<file path="src/rtl/dense_sched.sv">
// dense_sched: round-robin sequencer that time-shares one MAC unit across the three dense layers.
// Walks neurons i and inputs j of the granted layer, driving ROM addresses and MAC strobes.
module dense_sched #(
    parameter int unsigned MAC_LAT = 2
) (
    input  logic        clk,
    input  logic        rst_n,
    input  logic [2:0]  req,
    input  logic        stall,
    output logic [2:0]  grant,
    output logic [2:0]  done,
    output logic        busy,
    output logic        mac_clr,
    output logic        mac_en,
    output logic [11:0] w_addr,
    output logic [5:0]  b_addr,
    output logic [6:0]  x_idx,
    output logic        out_valid,
    output logic [4:0]  out_idx,
    output logic        act_sel
);

    typedef enum logic [2:0] {StIdle, StBias, StMac, StDrain, StOut, StDone} state_e;

    function automatic logic [6:0] lay_n(input logic [1:0] l);
        case (l)
            2'd0:    lay_n = 7'd42;
            2'd1:    lay_n = 7'd24;
            default: lay_n = 7'd96;
        endcase
    endfunction

    function automatic logic [4:0] lay_m(input logic [1:0] l);
        case (l)
            2'd0:    lay_m = 5'd24;
            2'd1:    lay_m = 5'd1;
            default: lay_m = 5'd22;
        endcase
    endfunction

    function automatic logic [11:0] lay_wb(input logic [1:0] l);
        case (l)
            2'd0:    lay_wb = 12'd0;
            2'd1:    lay_wb = 12'd1008;
            default: lay_wb = 12'd1032;
        endcase
    endfunction

    function automatic logic [5:0] lay_bb(input logic [1:0] l);
        case (l)
            2'd0:    lay_bb = 6'd0;
            2'd1:    lay_bb = 6'd24;
            default: lay_bb = 6'd25;
        endcase
    endfunction

    function automatic logic [1:0] nxt(input logic [1:0] p);
        nxt = (p == 2'd2) ? 2'd0 : p + 2'd1;
    endfunction

    state_e      state_q, state_d;
    logic [1:0]  lay_q, lay_d, ptr_q, ptr_d;
    logic [4:0]  i_q, i_d, out_idx_q, out_idx_d;
    logic [6:0]  x_idx_q, x_idx_d;
    logic [11:0] w_row_q, w_row_d, w_addr_q, w_addr_d;
    logic [5:0]  b_addr_q, b_addr_d;
    logic [7:0]  drain_q, drain_d;
    logic [2:0]  grant_q, grant_d, done_q, done_d;
    logic        busy_q, busy_d, mac_clr_q, mac_clr_d, mac_en_q, mac_en_d;
    logic        out_valid_q, out_valid_d, act_sel_q, act_sel_d;

    logic [1:0]  cand1, cand2, win;
    logic [6:0]  n_cur;
    logic [4:0]  m_cur;

    // Search starts one past the last granted layer; the pointer itself is the last resort.
    always_comb begin
        cand1 = nxt(ptr_q);
        cand2 = nxt(cand1);
        if (req[cand1])      win = cand1;
        else if (req[cand2]) win = cand2;
        else                 win = ptr_q;
        n_cur = lay_n(lay_q);
        m_cur = lay_m(lay_q);
    end

    always_comb begin
        state_d     = state_q;
        lay_d       = lay_q;
        ptr_d       = ptr_q;
        i_d         = i_q;
        out_idx_d   = out_idx_q;
        x_idx_d     = x_idx_q;
        w_row_d     = w_row_q;
        w_addr_d    = w_addr_q;
        b_addr_d    = b_addr_q;
        drain_d     = drain_q;
        grant_d     = grant_q;
        busy_d      = busy_q;
        act_sel_d   = act_sel_q;
        done_d      = 3'b000;
        mac_clr_d   = 1'b0;
        mac_en_d    = 1'b0;
        out_valid_d = 1'b0;
        case (state_q)
            StIdle: begin
                if (|req) begin
                    state_d   = StBias;
                    lay_d     = win;
                    ptr_d     = win;
                    grant_d   = 3'b001 << win;
                    busy_d    = 1'b1;
                    act_sel_d = (win != 2'd0);
                    mac_clr_d = 1'b1;
                    i_d       = 5'd0;
                    x_idx_d   = 7'd0;
                    w_row_d   = lay_wb(win);
                    w_addr_d  = lay_wb(win);
                    b_addr_d  = lay_bb(win);
                end
            end
            StBias: begin
                mac_en_d = 1'b1;
                state_d  = StMac;
            end
            StMac: begin
                // While stalled the pending input j is presented with mac_en low.
                if (mac_en_q) begin
                    if (x_idx_q == n_cur - 7'd1) begin
                        drain_d = 8'd0;
                        state_d = StDrain;
                    end else begin
                        x_idx_d  = x_idx_q + 7'd1;
                        w_addr_d = w_addr_q + 12'(m_cur);
                        mac_en_d = ~stall;
                    end
                end else begin
                    mac_en_d = ~stall;
                end
            end
            StDrain: begin
                if (drain_q == 8'(MAC_LAT - 1)) begin
                    state_d     = StOut;
                    out_valid_d = 1'b1;
                    out_idx_d   = i_q;
                end else begin
                    drain_d = drain_q + 8'd1;
                end
            end
            StOut: begin
                if (i_q == m_cur - 5'd1) begin
                    state_d = StDone;
                    done_d  = grant_q;
                    grant_d = 3'b000;
                    busy_d  = 1'b0;
                end else begin
                    state_d   = StBias;
                    i_d       = i_q + 5'd1;
                    x_idx_d   = 7'd0;
                    w_row_d   = w_row_q + 12'd1;
                    w_addr_d  = w_row_q + 12'd1;
                    b_addr_d  = b_addr_q + 6'd1;
                    mac_clr_d = 1'b1;
                end
            end
            StDone:  state_d = StIdle;
            default: state_d = StIdle;
        endcase
    end

    always_ff @(posedge clk or negedge rst_n) begin
        if (!rst_n) begin
            state_q     <= StIdle;
            lay_q       <= 2'd0;
            ptr_q       <= 2'd2;
            i_q         <= 5'd0;
            out_idx_q   <= 5'd0;
            x_idx_q     <= 7'd0;
            w_row_q     <= 12'd0;
            w_addr_q    <= 12'd0;
            b_addr_q    <= 6'd0;
            drain_q     <= 8'd0;
            grant_q     <= 3'b000;
            done_q      <= 3'b000;
            busy_q      <= 1'b0;
            mac_clr_q   <= 1'b0;
            mac_en_q    <= 1'b0;
            out_valid_q <= 1'b0;
            act_sel_q   <= 1'b0;
        end else begin
            state_q     <= state_d;
            lay_q       <= lay_d;
            ptr_q       <= ptr_d;
            i_q         <= i_d;
            out_idx_q   <= out_idx_d;
            x_idx_q     <= x_idx_d;
            w_row_q     <= w_row_d;
            w_addr_q    <= w_addr_d;
            b_addr_q    <= b_addr_d;
            drain_q     <= drain_d;
            grant_q     <= grant_d;
            done_q      <= done_d;
            busy_q      <= busy_d;
            mac_clr_q   <= mac_clr_d;
            mac_en_q    <= mac_en_d;
            out_valid_q <= out_valid_d;
            act_sel_q   <= act_sel_d;
        end
    end

    assign grant     = grant_q;
    assign done      = done_q;
    assign busy      = busy_q;
    assign mac_clr   = mac_clr_q;
    assign mac_en    = mac_en_q;
    assign w_addr    = w_addr_q;
    assign b_addr    = b_addr_q;
    assign x_idx     = x_idx_q;
    assign out_valid = out_valid_q;
    assign out_idx   = out_idx_q;
    assign act_sel   = act_sel_q;

endmodule

</file>
<file path="config.mk">
export PLATFORM = sky130hd
export DESIGN_NAME = dense_sched
export DESIGN_NICKNAME = d
export VERILOG_FILES = /design/src/rtl/dense_sched.sv
export SDC_FILE = /design/constraint.sdc
export NUM_CORES = 1
export LEC_CHECK = 0
export BUFFER_PORTS_ARGS = -buffer_cell sky130_fd_sc_hd__buf_4
export CAP_MARGIN = 20
export CORE_MARGIN = 2
export CORE_UTILIZATION = 35
export DETAILED_ROUTE_END_ITERATION = 8
export HOLD_SLACK_MARGIN = 0.02
export SYNTH_ARGS = -nofsm -noshare
export SYNTH_HDL_FRONTEND = slang
export SYNTH_SLANG_ARGS = --single-unit
</file>
<file path="constraint.sdc">
create_clock -name clk -period 4.4 [get_ports clk]
set_clock_uncertainty 0.2 [all_clocks]
set_input_delay 0.22 -clock clk [delete_from_list [all_inputs] [get_ports clk]]
set_output_delay 0.22 -clock clk [all_outputs]
set_load 0.005 [all_outputs]
</file>
==> reports/summary.txt <==
Ys flop type: dfrtp_1
Diodes inserted: 0
DR iter-0 viols: 303
Syn_nets: 482
Worst-Margin Slew: 0.936 ns
Share of the yosys chip area belonging to registers: 44.6%
Endpoint class of the critical path: register
Die width: 112 um
Distinct cell type count after synthesis: 55
Die area: 12,400 um2
# port buffers: 46
Top Ports: 47
Power per Cell Area: 733 nW/um2
WL final: 10,300 um
Worst-path clk slew: 0.06 ns
Max FO, Critical Path: 12
Fraction of layout cells with a size suffix above 1: 16.4%
Post-synth EDFFs: 0
Setup Buffers After CTS: 0
M3 GR Usage: 3.86%
Hold Path Depth: 4
WP data required: 4.41 ns
Rows: 39
Minimum clock period: 2.78 ns
Worst Path Arrival: 2.78 ns
GRT Residual Overflow: 0
Synth async-reset ratio: 100%
Startpoint Class: register
Initial Util: 35.6%
FF-to-FF path depth: 10
Critical R2R Capture: w_addr[8]$_DFFE_PN0P_
DPL Wire Length: 7110 um
CTS Buffer Depth: 2
RSZ-0062 raised after global routing: false
Final hold vios: 0
Die Ht: 112 um
Max-cap violation count: 0
Initial antenna violation count: 0
Hold_sp: req[0]
GRT busiest layer: met1
Met2 Resource Use GR: 24.7%
Post-Syn Area per Cell: 8.68 um2
Fin crit share: 63.1%
Vias in the first global route: 3,311
Total track usage: 16.8%
Root Buffer: clkbuf_16
Final Max Tran Viols: 0
Slew Limit Headroom: 37.6%
Via count: 3,635
Worst skew pair latency: 0.33 ns
Worst hold path type: input pin to register
DRC Markers: 0
Drt via density: 5.55
Critical path class: register to register
Global-route wire length before repair: 17,000 um
Flops & latches, synth: 72
Largest net degree at the start of global routing: 73
Hold path endpoint: lay_q[0]$_DFFE_PN0P_
Cell Area, Synth: 4050 um2
Post-Synthesis Cells: 466
FF-to-FF setup slack: 1.62 ns
CTS-repair resized insts: 0
Leak: 2.16 nW
# placed instances: 638
H-tree Lvls: 3
Synthesis Warnings: 0
Hold buffer count at CTS: 2
Cts bufs inserted: 9
Worst vdd ir: 0.000363 V
FMAX: 360 MHz
Routed wire per std cell: 15.8 um
Final cell count without fillers: 655
Status: finished clean
Clk sinks: 72
Worst flop-to-flop path startpoint: lay_q[1]$_DFFE_PN0P_
Core ar.: 11,400 um2
Finish-stage setup viols: 0
Post-route ant nets: 0
Setup Total Neg Slack: 0 ns
Met1 Resource Use GR: 24.8%
Area grow syn2layout: 18.7%
Gpl congestion: 0.853
Pre-antenna DRT Iters: 5
Fin nets: 524
CTS tree: built
==> critical path, cell delays in order, from the launching register on <==
cell and delay [ns]:
dfrtp_1 0.53, nand2b_1 0.31, inv_1 0.09, ha_1 0.16, ha_1 0.23, a21oi_1 0.13, o31ai_1 0.49, nand2_1 0.17
o22ai_1 0.12, nor2b_1 0.15, a21oi_1 0.07
==> placed cells by master, fill, tap and decap left out, drive strengths merged, types with 2 or more instances in the layout <==
| master | Yosys | routed |
|---|---|---|
| a21o | 3 | 3 |
| a21oi | 30 | 30 |
| a22oi | 3 | 3 |
| a31o | 2 | 2 |
| a31oi | 13 | 13 |
| and2 | 7 | 7 |
| and3 | 6 | 6 |
| buf | 10 | 51 |
| clkbuf | 12 | 10 |
| clkinv | 0 | 3 |
| clkinvlp | 0 | 2 |
| dfrtp | 71 | 71 |
| dlygate4sd3 | 0 | 2 |
| ha | 10 | 10 |
| inv | 14 | 14 |
| mux2 | 5 | 5 |
| mux2i | 5 | 5 |
| nand2 | 61 | 61 |
| nand2b | 9 | 9 |
| nand3 | 23 | 23 |
| nand4 | 6 | 6 |
| nor2 | 53 | 53 |
| nor3 | 12 | 12 |
| nor4 | 6 | 6 |
| o211ai | 3 | 3 |
| o21a | 5 | 5 |
| o21ai | 36 | 36 |
| o22ai | 8 | 8 |
| o31ai | 3 | 3 |
| or2 | 2 | 2 |
| or3 | 5 | 5 |
| or3b | 2 | 2 |
| or4 | 2 | 2 |
| xnor2 | 11 | 11 |
| xor2 | 11 | 11 |
==> logic make-up (layout without fill, tap and decap cells) <==
group	after synthesis	count (layout)	synth area share [%]
muxes	10	10	2.63
adders and majority gates	10	10	3.09
and+or+nand+nor	199	199	23.3
xor gates and xnor gates	22	22	4.76
DFF	72	72	44.6
buffers and inverters	36	82	3.96
AOI/OAI and AO/OA	117	117	17.7
==> layer usage <==
metal  share of wire (%)  up-vias
met5                   0        -
met1                  49     1747
met4                 1.2        0
li1                    -     1740
met2                  44      136
met3                 6.2       12
==> registers in the layout, indices dropped and copies added, names as in the netlist <==
signal,flops
busy,1
drain_q,8
ptr_q,1
mac_en,1
w_addr,12
act_sel,1
b_addr,6
out_valid,1
w_row_q,12
grant,3
lay_q,2
i_q,5
state_q,3
out_idx,5
mac_clr,1
x_idx,7
done,3
==> cell type report <==
| cell class | count | area (um2) |
|---|---|---|
| fillers | 1151 | 6570 |
| multi-input cells | 358 | 2090 |
| flip-flops and latches | 72 | 1800 |
| repair buffers | 53 | 403 |
| clock buffers | 10 | 239 |
| well taps | 143 | 179 |
| inverters | 14 | 52.6 |
| clock inverters | 5 | 33.8 |
==> stage by stage <==
step | cell area (um2) | util (%) | hold slack, ns | worst slack [ns] | power (mW)
global placement | 4510 | 39.7 | 0.221 | 1.76 | 2.80
detailed placement | 4510 | 39.7 | 0.221 | 1.69 | 2.83
floorplan | 4050 | - | -0.276 | 2.17 | 2.31
CTS | 4800 | 42.2 | 0.197 | 1.69 | 3.53
global route | 4800 | 42.2 | 0.244 | 1.40 | 3.79
finish | 4800 | 42.2 | 0.218 | 1.62 | 3.52
==> how the worst max path moves through the flow <==
stage                              to                    from  depth (start not counted)
2_1_floorplan    x_idx[6]$_DFFE_PN0P_    lay_q[0]$_DFFE_PN0P_                          8
3_3_place_gp   w_addr[11]$_DFFE_PN0P_  state_q[0]$_DFFE_PN0P_                          6
3_5_place_dp    w_addr[8]$_DFFE_PN0P_    lay_q[1]$_DFFE_PN0P_                         10
4_1_cts         w_addr[8]$_DFFE_PN0P_    lay_q[1]$_DFFE_PN0P_                         10
5_1_grt         w_addr[8]$_DFFE_PN0P_    lay_q[1]$_DFFE_PN0P_                         10
6_report        w_addr[8]$_DFFE_PN0P_    lay_q[1]$_DFFE_PN0P_                         10
==> Yosys cell counts (all sizes together), types with 2 or more instances <==
cell type  number  area (um2)
a21o            3        22.5
a21oi          30         150
a22oi           3        22.5
a31o            2        17.5
a31oi          13        81.3
and2            7        43.8
and3            6        37.5
buf            10        62.6
clkbuf         12        45.0
dfrtp          71        1780
ha             10         125
inv            14        52.6
mux2            5        56.3
mux2i           5        50.1
nand2          61         229
nand2b          9        56.3
nand3          23         115
nand4           6        37.5
nor2           53         201
nor3           12        60.1
nor4            6        43.8
o211ai          3        22.5
o21a            5        37.5
o21ai          36         180
o22ai           8        50.1
o31ai           3        22.5
or2             2        12.5
or3             5        31.3
or3b            2        20.0
or4             2        15.0
xnor2          11        96.3
xor2           11        96.3
==> power breakdown <==
part	internal, mW	switching [mW]	total [mW]
Clock	0.393	0.286	0.678
Combinational	0.709	0.951	1.66
Sequential	0.882	0.298	1.18
(Power assumes the default switching activity.)
